--- config.mk ---
export PLATFORM = sky130hd
export DESIGN_NAME = tmr_shift_ctrl_flat
export DESIGN_NICKNAME = d
export VERILOG_FILES = /design/src/rtl/tmr_shift_pkg.sv /design/src/rtl/tmr_shift_ctrl_if.sv /design/src/rtl/tmr_shift_ctrl.sv /design/src/flat_wrapper.sv
export SDC_FILE = /design/constraint.sdc
export NUM_CORES = 1
export LEC_CHECK = 0
export CORE_ASPECT_RATIO = 1.4
export CORE_UTILIZATION = 23
export DETAILED_ROUTE_END_ITERATION = 8
export HOLD_SLACK_MARGIN = 0.05
export PLACE_DENSITY = 0.44
export SLEW_MARGIN = 20
export SYNTH_ARGS = -nofsm -noshare
export SYNTH_HDL_FRONTEND = slang
export SYNTH_SLANG_ARGS = --single-unit
--- constraint.sdc ---
create_clock -name clk -period 4.5 [get_ports clk]
set_input_delay 1.35 -clock clk [delete_from_list [all_inputs] [get_ports clk]]
set_output_delay 1.35 -clock clk [all_outputs]
set_load 0.02 [all_outputs]
--- src/rtl/tmr_shift_pkg.sv ---
// Shared types and control-word helper for the triplicated shift register sequencer.
package tmr_shift_pkg;

    typedef enum logic [1:0] {
        OP_TX    = 2'b00,
        OP_RX    = 2'b01,
        OP_WRITE = 2'b10,
        OP_READ  = 2'b11
    } op_t;

    typedef enum logic [1:0] {
        S_IDLE  = 2'b00,
        S_LOAD  = 2'b01,
        S_SHIFT = 2'b10,
        S_RESP  = 2'b11
    } state_t;

    localparam logic [1:0] MODE_SR   = 2'b00;
    localparam logic [1:0] MODE_SL   = 2'b01;
    localparam logic [1:0] MODE_PISO = 2'b10;
    localparam logic [1:0] MODE_PIPO = 2'b11;

    typedef struct packed {
        logic       cmd_ready;
        logic       busy;
        logic       rsp_valid;
        logic       reg_enable;
        logic       reg_load;
        logic       bit_strobe;
        logic       shift_tx;
        logic       shift_rx;
        logic [1:0] reg_mode;
    } ctrl_t;

    localparam ctrl_t CTRL_RESET = '{cmd_ready: 1'b0, busy: 1'b0, rsp_valid: 1'b0,
                                     reg_enable: 1'b0, reg_load: 1'b0, bit_strobe: 1'b0,
                                     shift_tx: 1'b0, shift_rx: 1'b0, reg_mode: MODE_PIPO};

    // Control word to be presented while the FSM sits in state s for operation op.
    function automatic ctrl_t ctrl_for(input state_t s, input op_t op);
        ctrl_t c;
        c = CTRL_RESET;
        case (s)
            S_IDLE: c.cmd_ready = 1'b1;
            S_LOAD: begin
                c.busy       = 1'b1;
                c.reg_enable = 1'b1;
                c.reg_load   = 1'b1;
                c.reg_mode   = (op == OP_TX) ? MODE_PISO : MODE_PIPO;
            end
            S_SHIFT: begin
                c.busy       = 1'b1;
                c.reg_enable = 1'b1;
                c.bit_strobe = 1'b1;
                if (op == OP_TX) begin
                    c.reg_mode = MODE_PISO;
                    c.shift_tx = 1'b1;
                end else begin
                    c.reg_mode = MODE_SR;
                    c.shift_rx = 1'b1;
                end
            end
            S_RESP: begin
                c.busy      = 1'b1;
                c.rsp_valid = 1'b1;
            end
            default: c = CTRL_RESET;
        endcase
        return c;
    endfunction

endpackage

--- src/rtl/tmr_shift_ctrl_if.sv ---
// Command/response handshake bus between the system side and the shift sequencer.
interface tmr_shift_ctrl_if #(
    parameter int WIDTH = 128,
    parameter int LW    = $clog2(WIDTH)
);
    logic             cmd_valid;
    logic             cmd_ready;
    logic [1:0]       cmd_op;
    logic [LW-1:0]    cmd_len;
    logic [WIDTH-1:0] cmd_data;
    logic             rsp_valid;
    logic             rsp_ready;
    logic [1:0]       rsp_op;
    logic [WIDTH-1:0] rsp_data;

    modport master (
        output cmd_valid, cmd_op, cmd_len, cmd_data, rsp_ready,
        input  cmd_ready, rsp_valid, rsp_op, rsp_data
    );

    modport slave (
        input  cmd_valid, cmd_op, cmd_len, cmd_data, rsp_ready,
        output cmd_ready, rsp_valid, rsp_op, rsp_data
    );
endinterface

--- src/rtl/tmr_shift_ctrl.sv ---
// One-command-at-a-time sequencer driving the triplicated shift register for
// serial TX/RX of 1..WIDTH bits and parallel WRITE/READ.
module tmr_shift_ctrl
    import tmr_shift_pkg::*;
#(
    parameter int WIDTH = 128,
    parameter int LW    = $clog2(WIDTH)
) (
    input  logic             clk,
    input  logic             rst,
    tmr_shift_ctrl_if.slave  bus,
    input  logic             sin,
    output logic             sout,
    output logic             bit_strobe,
    output logic             busy,
    output logic             reg_enable,
    output logic [1:0]       reg_mode,
    output logic             reg_load,
    output logic             reg_serial_in,
    output logic [WIDTH-1:0] reg_parallel_in,
    input  logic             reg_serial_out,
    input  logic [WIDTH-1:0] reg_parallel_out
);

    localparam logic [LW:0] WIDTH_L = (LW+1)'(WIDTH);
    localparam logic [LW:0] ONE_L   = (LW+1)'(1);

    state_t           state_r;
    op_t              op_r;
    logic [LW-1:0]    len_r;
    logic [LW:0]      cnt_r;
    ctrl_t            ctrl_r;
    logic [WIDTH-1:0] par_in_r;
    op_t              op_in_s;
    logic [LW:0]      len_eff_s;
    logic [WIDTH-1:0] rsp_data_s;

    assign op_in_s   = op_t'(bus.cmd_op);
    assign len_eff_s = (len_r == {LW{1'b0}}) ? WIDTH_L : {1'b0, len_r};

    // Sequencer FSM; the control word is registered for the state being entered.
    always_ff @(posedge clk or negedge rst) begin
        if (!rst) begin
            state_r  <= S_IDLE;
            op_r     <= OP_TX;
            len_r    <= {LW{1'b0}};
            cnt_r    <= {(LW+1){1'b0}};
            ctrl_r   <= CTRL_RESET;
            par_in_r <= {WIDTH{1'b0}};
        end else begin
            case (state_r)
                S_IDLE: begin
                    if (bus.cmd_valid && ctrl_r.cmd_ready) begin
                        op_r  <= op_in_s;
                        len_r <= bus.cmd_len;
                        cnt_r <= {(LW+1){1'b0}};
                        case (op_in_s)
                            OP_TX, OP_WRITE: begin
                                state_r  <= S_LOAD;
                                ctrl_r   <= ctrl_for(S_LOAD, op_in_s);
                                par_in_r <= bus.cmd_data;
                            end
                            OP_RX: begin
                                state_r <= S_SHIFT;
                                ctrl_r  <= ctrl_for(S_SHIFT, op_in_s);
                            end
                            OP_READ: begin
                                state_r <= S_RESP;
                                ctrl_r  <= ctrl_for(S_RESP, op_in_s);
                            end
                            default: begin
                                state_r <= S_IDLE;
                                ctrl_r  <= ctrl_for(S_IDLE, op_in_s);
                            end
                        endcase
                    end else begin
                        ctrl_r <= ctrl_for(S_IDLE, op_r);
                    end
                end
                S_LOAD: begin
                    par_in_r <= {WIDTH{1'b0}};
                    if (op_r == OP_TX) begin
                        state_r <= S_SHIFT;
                        ctrl_r  <= ctrl_for(S_SHIFT, op_r);
                    end else begin
                        state_r <= S_RESP;
                        ctrl_r  <= ctrl_for(S_RESP, op_r);
                    end
                end
                S_SHIFT: begin
                    if (cnt_r == (len_eff_s - ONE_L)) begin
                        state_r <= S_RESP;
                        cnt_r   <= {(LW+1){1'b0}};
                        ctrl_r  <= ctrl_for(S_RESP, op_r);
                    end else begin
                        cnt_r  <= cnt_r + ONE_L;
                        ctrl_r <= ctrl_for(S_SHIFT, op_r);
                    end
                end
                S_RESP: begin
                    if (bus.rsp_ready) begin
                        state_r <= S_IDLE;
                        ctrl_r  <= ctrl_for(S_IDLE, op_r);
                    end else begin
                        ctrl_r <= ctrl_for(S_RESP, op_r);
                    end
                end
                default: begin
                    state_r  <= S_IDLE;
                    ctrl_r   <= CTRL_RESET;
                    par_in_r <= {WIDTH{1'b0}};
                end
            endcase
        end
    end

    // Response word: the register holds during RESP, so this stays stable while valid.
    always_comb begin
        rsp_data_s = {WIDTH{1'b0}};
        if (ctrl_r.rsp_valid) begin
            case (op_r)
                OP_RX:   rsp_data_s = reg_parallel_out >> (WIDTH_L - len_eff_s);
                OP_READ: rsp_data_s = reg_parallel_out;
                default: rsp_data_s = {WIDTH{1'b0}};
            endcase
        end else begin
            rsp_data_s = {WIDTH{1'b0}};
        end
    end

    assign bus.cmd_ready  = ctrl_r.cmd_ready;
    assign bus.rsp_valid  = ctrl_r.rsp_valid;
    assign bus.rsp_op     = op_r;
    assign bus.rsp_data   = rsp_data_s;
    assign busy           = ctrl_r.busy;
    assign bit_strobe     = ctrl_r.bit_strobe;
    assign reg_enable     = ctrl_r.reg_enable;
    assign reg_mode       = ctrl_r.reg_mode;
    assign reg_load       = ctrl_r.reg_load;
    assign reg_parallel_in = par_in_r;
    // Serial paths pass through in the shift cycle itself, gated by registered flags.
    assign sout           = ctrl_r.shift_tx & reg_serial_out;
    assign reg_serial_in  = ctrl_r.shift_rx & sin;

endmodule

--- src/flat_wrapper.sv ---
// flat-port wrapper written by rule: the top's interface ports become plain ports
module tmr_shift_ctrl_flat import tmr_shift_pkg::*;
#(
    parameter int WIDTH = 128,
    parameter int LW    = $clog2(WIDTH)
)
  (clk, rst, sin, sout, bit_strobe, busy, reg_enable, reg_mode, reg_load, reg_serial_in, reg_parallel_in, reg_serial_out, reg_parallel_out, bus_cmd_valid, bus_cmd_op, bus_cmd_len, bus_cmd_data, bus_rsp_ready, bus_cmd_ready, bus_rsp_valid, bus_rsp_op, bus_rsp_data);
  tmr_shift_ctrl_if #(.WIDTH(WIDTH), .LW(LW)) bus_i ();
  input  logic clk;
  input  logic rst;
  input  logic sin;
  output logic sout;
  output logic bit_strobe;
  output logic busy;
  output logic reg_enable;
  output logic [1:0] reg_mode;
  output logic reg_load;
  output logic reg_serial_in;
  output logic [WIDTH-1:0] reg_parallel_in;
  input  logic reg_serial_out;
  input  logic [WIDTH-1:0] reg_parallel_out;
  input wire logic [$bits(bus_i.cmd_valid)-1:0] bus_cmd_valid;
  input wire logic [$bits(bus_i.cmd_op)-1:0] bus_cmd_op;
  input wire logic [$bits(bus_i.cmd_len)-1:0] bus_cmd_len;
  input wire logic [$bits(bus_i.cmd_data)-1:0] bus_cmd_data;
  input wire logic [$bits(bus_i.rsp_ready)-1:0] bus_rsp_ready;
  output wire logic [$bits(bus_i.cmd_ready)-1:0] bus_cmd_ready;
  output wire logic [$bits(bus_i.rsp_valid)-1:0] bus_rsp_valid;
  output wire logic [$bits(bus_i.rsp_op)-1:0] bus_rsp_op;
  output wire logic [$bits(bus_i.rsp_data)-1:0] bus_rsp_data;
  assign bus_i.cmd_valid = bus_cmd_valid;
  assign bus_i.cmd_op = bus_cmd_op;
  assign bus_i.cmd_len = bus_cmd_len;
  assign bus_i.cmd_data = bus_cmd_data;
  assign bus_i.rsp_ready = bus_rsp_ready;
  assign bus_cmd_ready = bus_i.cmd_ready;
  assign bus_rsp_valid = bus_i.rsp_valid;
  assign bus_rsp_op = bus_i.rsp_op;
  assign bus_rsp_data = bus_i.rsp_data;
  tmr_shift_ctrl #(.WIDTH(WIDTH), .LW(LW)) u_core (.clk(clk), .rst(rst), .bus(bus_i), .sin(sin), .sout(sout), .bit_strobe(bit_strobe), .busy(busy), .reg_enable(reg_enable), .reg_mode(reg_mode), .reg_load(reg_load), .reg_serial_in(reg_serial_in), .reg_parallel_in(reg_parallel_in), .reg_serial_out(reg_serial_out), .reg_parallel_out(reg_parallel_out));
endmodule
==> results <==
- The run finished, with violations left.
- The final reports fail on setup timing.
- The max-slew violation count is 0.
- At the worst endpoint, the arrival time is about 4.3 ns.
- The internal power summed over all cells is approximately 3.4 mW.
- Measured against its own limit, the worst slew margin works out to between 50% and 60%.
- Combinational cells account for 34.6% of the total power.
- The finished layout holds 4,570 standard cells, fillers aside.
- The final wirelength is roughly 160,000 um.
- The areal power density over the cells is about 130 mW/mm^2.
- After clock tree synthesis, the clock-pin slew on the worst setup and hold paths is ~0.050 ns.
- The first global-routing pass estimated about 220,000 um of wire.
- The standard-cell row count is ~120.
- The count of final hold-check violations was 0.
- The register-to-register setup slack is around 1.2 ns.
- Setup repair after global routing could not meet its margin everywhere.
- In this run the static leakage power is 16.99 nW.
- For the final routed database, the setup TNS stands at -112.27 ns.
- The placeable core region is a little under 0.08 mm^2.
- The post-synthesis adder-cell area fraction is less than 1%.
- The final setup slack of the worst path is -1.149 ns.
- The placer's final routability congestion estimate is slightly above 1.
- The power after layout is 4.790 mW.
- The number of buffers added to fix hold violations after cts is 0.
- The net switching fraction of the power is approximately 30%.
- The height of the die is 334.6 um.
- The vias per cell is slightly below 6.
- The mapped cell area is 0.01818 mm^2.
- The largest vdd supply drop is about 0.24 mV.
- In the synthesized netlist the dominant register cell turns out to be dfrtp_1.
- The minimum setup slack after placement is -1.727 ns.
- Sequential cells were found to cover 21.63% of the synthesized design area.
- The initial antenna violation count came to 8.
- The synthesized area per cell is 8.677 um^2.
- Per report_power, the clock group accounts for 35.9% of the total.
- The sequential standard cell area is 0.003934 mm^2.
- The via count of the first global-routing pass is between 20,000 and 30,000.
- The net count after synthesis is 2,374.
- Dividing the final minimum period by the clock period gives 125.5%.
- Clock latency on the worst-skew pair, taken at its later pin, is roughly 0.48 ns.
- The tree built by TritonCTS fans out to 157 sinks.
- The initial cell density of the core is between 20% and 30%.
- The deepest clock path buffer count is 3.
- The floorplan die width is 239.6 um.
- The count of unique library cells instantiated by Yosys is 88.
- The antenna violation net count after detailed routing is 0.
- The total setup violations reported at the end of the flow is about 130.
- The area of the die is approximately 0.08 mm^2.
- The switching power of the nets is approximately 1.4 mW.
- The pre-antenna-repair detailed-routing pass consisted of 6 iterations.
- The cell count after placement is around 4,400.
- The worst setup path category is reg -> out.
- After synthesis, the largest family of logic cells by area is compound AO/OA/AOI/OAI gates.
- The mux contribution to synthesized area is 26.99%.
- The count of input and output buffers is 538.
- The area occupied by multi-input gates is approximately 0.017 mm^2.
- At the pin with the least slew margin, the transition time is just over 0.7 ns.
- The post-detailed-placement half-perimeter wirelength is between 100,000 and 150,000 um.
- Entering global routing, the biggest net connects approximately 130 pins.
- For this run, the post-layout net count is between 3,000 and 4,000.
- The number of top-level design ports is 539.
- The root buffer cell is clkbuf_16.
- The worst min-delay path class is reg -> reg.
- The H-tree generated during clock tree synthesis spans 4 levels.
- The detailed-route via count is around 26,000.
- For this run, design rule violations remaining after detail routing come to 0.
- The count of max-cap constraint violations is 0.
- The worst setup path is captured at an output pin.
- The post-route cell area is approximately 0.038 mm^2.
- The clock skew is just over 0.01 ns.
- The fraction of registers with async set or reset after synthesis is 100.0%.
- The global-route usage over all layers is between 30% and 40%.
- The share of total power dissipated in sequential elements is 29.5%.
- The number of synthesized register bits is about 160.
- On the final layout, the worst hold slack is between 0.5 and 0.6 ns.
- The detailed router finished its first iteration with around 2,400 violations.
- The post-synthesis compound-gate area fraction is roughly a third.
- The total of warnings raised by yosys is 0.
- The simple logic cell fraction of the synthesized area is between 10 and 15%.
- The count of filler cells inserted in the layout is 7,484.
- The synthesized netlist devotes less than 1% of its cell area to XOR and XNOR gates.
- Summing all placed instances gives a cell area of approximately 0.032 mm^2.
- The data required time at the worst endpoint is around 3.2 ns.
- The top fanout value on the critical path is 6.
- The number of instances in the synthesized netlist is approximately 2,100.
- TritonCTS built the clock tree.
- The count of flip-flops with a built-in enable after synthesis is 0.
- Of the cells placed in the final design, the portion with a size suffix greater than 1 is a little over half.
- The final routed wire length divided by cell count is 35.42 um.
- The share of the core filled with cells is between 40% and 50%.
- TritonCTS created 25 clock buffers.
- The area overhead of the layout relative to synthesis is 110.5%.
- The startpoint kind of the worst setup timing path is a register.
- The smallest clock period supported by the final layout is computed as around 5.6 ns.
- The highest achievable clock rate is around 180 MHz.
- The total overflow left after global routing is 0.
registers in the layout, indices dropped and copies added, names as in the netlist:
name	cells
u_core.reg_parallel_in	128
u_core.bit_strobe	1
u_core.busy	1
u_core.reg_load	1
u_core.reg_enable	1
u_core.bus.cmd_ready	1
u_core.reg_mode	2
u_core.len_r	7
u_core.bus.rsp_valid	1
u_core.ctrl_r	2
u_core.cnt_r	8
u_core.state_r	2
u_core.bus.rsp_op	2
power by group through the flow:
| stage | logic, mW | clock network, mW | registers (mW) |
|---|---|---|---|
| floorplan | 0.328 | 0 | 1.44 |
| global placement | 1.34 | 0 | 1.44 |
| detailed placement | 1.33 | 0 | 1.44 |
| CTS | 1.52 | 1.77 | 1.41 |
| global route | 1.69 | 1.82 | 1.41 |
| finish | 1.66 | 1.72 | 1.41 |
cell usage in the layout (no fill, tap or decap), types with 11 or more instances in the layout:
cell,n
a32oi_1,21
clkbuf_16,29
dfrtp_1,153
a21oi_1,66
buf_6,250
clkdlybuf4s50_1,399
buf_12,90
o221ai_2,15
nand3_1,37
mux2i_4,71
nor2_2,28
o21ai_0,35
a21oi_4,15
nor3_1,18
o21ai_4,14
a21oi_2,31
nand2_2,17
a211oi_1,14
buf_8,11
a22oi_2,59
o221ai_1,11
mux2i_2,40
a22o_1,147
a211o_1,11
mux4_2,63
nand2_1,176
mux2_2,39
a21o_1,11
buf_4,836
mux2i_1,147
o211ai_1,30
nor2_1,122
o21ai_2,32
a22oi_1,34
mux2_4,41
o22ai_1,14
inv_1,17
cells by family (layout without fill, tap and decap cells):
kind of cell / Yosys count / after routing
flops: 157 / 157
buf+inv: 240 / 1669
fa+ha+maj: 8 / 8
xor+xnor: 16 / 16
mux: 401 / 401
simple gates: 508 / 508
compound gates: 765 / 765
other cells: 0 / 1
critical path, cell delays in order (launching register included):
cell and delay, ns:
dfrtp_2 0.42, inv_4 0.07, ha_4 0.13, or4b_4 0.48, o21ai_4 0.19, buf_6 0.12
buf_12 0.15, buf_16 0.19, buf_16 0.14, buf_12 0.10, mux2i_4 0.33, mux4_2 0.33
buf_6 0.11, nand2_4 0.04, o211ai_1 0.24, nor2_1 0.14, o32ai_4 0.45, buf_6 0.18
Yosys cell counts, drive strengths merged (22+ instances only):
cell type / number / area share [%]
dfrtp: 155 / 21
mux4: 63 / 7.8
a22oi: 93 / 3.8
a32oi: 29 / 1.4
o211ai: 30 / 1.2
a22o: 151 / 7.3
nand2: 201 / 4.2
o22ai: 30 / 1.0
nor2: 159 / 3.3
mux2: 80 / 5.0
nand3: 44 / 1.2
a21oi: 112 / 3.1
inv: 22 / 0.45
nor3: 22 / 0.61
clkbuf: 134 / 2.8
o21ai: 91 / 2.6
a211oi: 24 / 1.0
o221ai: 36 / 1.8
buf: 84 / 3.0
mux2i: 258 / 14
metal layers:
layer	global-route usage (%)	part of all wire (%)
met4	34.55	11
met2	63.96	45
met5	0	0.017
met3	7.228	7.6
met1	44.46	36
layout make-up:
class	count	share of cell area [%]
multi-input combinational	1698	43.71
clock buffer	27	1.681
clock inverter	6	0.2093
inverter	22	0.2289
timing repair buffer	1614	40.47
tap	1045	3.417
sequential	157	10.28
antenna	1	0.006539
path summary, 6_finish.rpt:
path                                           start                          to  cells past startpoint
max                                  u_core.len_r[0]            bus_rsp_data[47]                     17
min                        u_core.reg_parallel_in[9]   u_core.reg_parallel_in[9]                      1
max reg2reg                          u_core.len_r[2]           u_core.state_r[0]                     11
min reg2reg                u_core.reg_parallel_in[9]   u_core.reg_parallel_in[9]                      1
max in group asynchronous                        rst  u_core.reg_parallel_in[50]                      2
min in group asynchronous                        rst   u_core.reg_parallel_in[8]                      1
timing repair:
action | in CTS | in global routing
endpoints found under the setup margin | 128 | 128
pin swaps | 141 | 121
gates resized for setup | 1037 | 333
gates cloned | 6 | 1
setup buffers | 136 | 96
No activity file was read; power rests on OpenSTA's default activity.
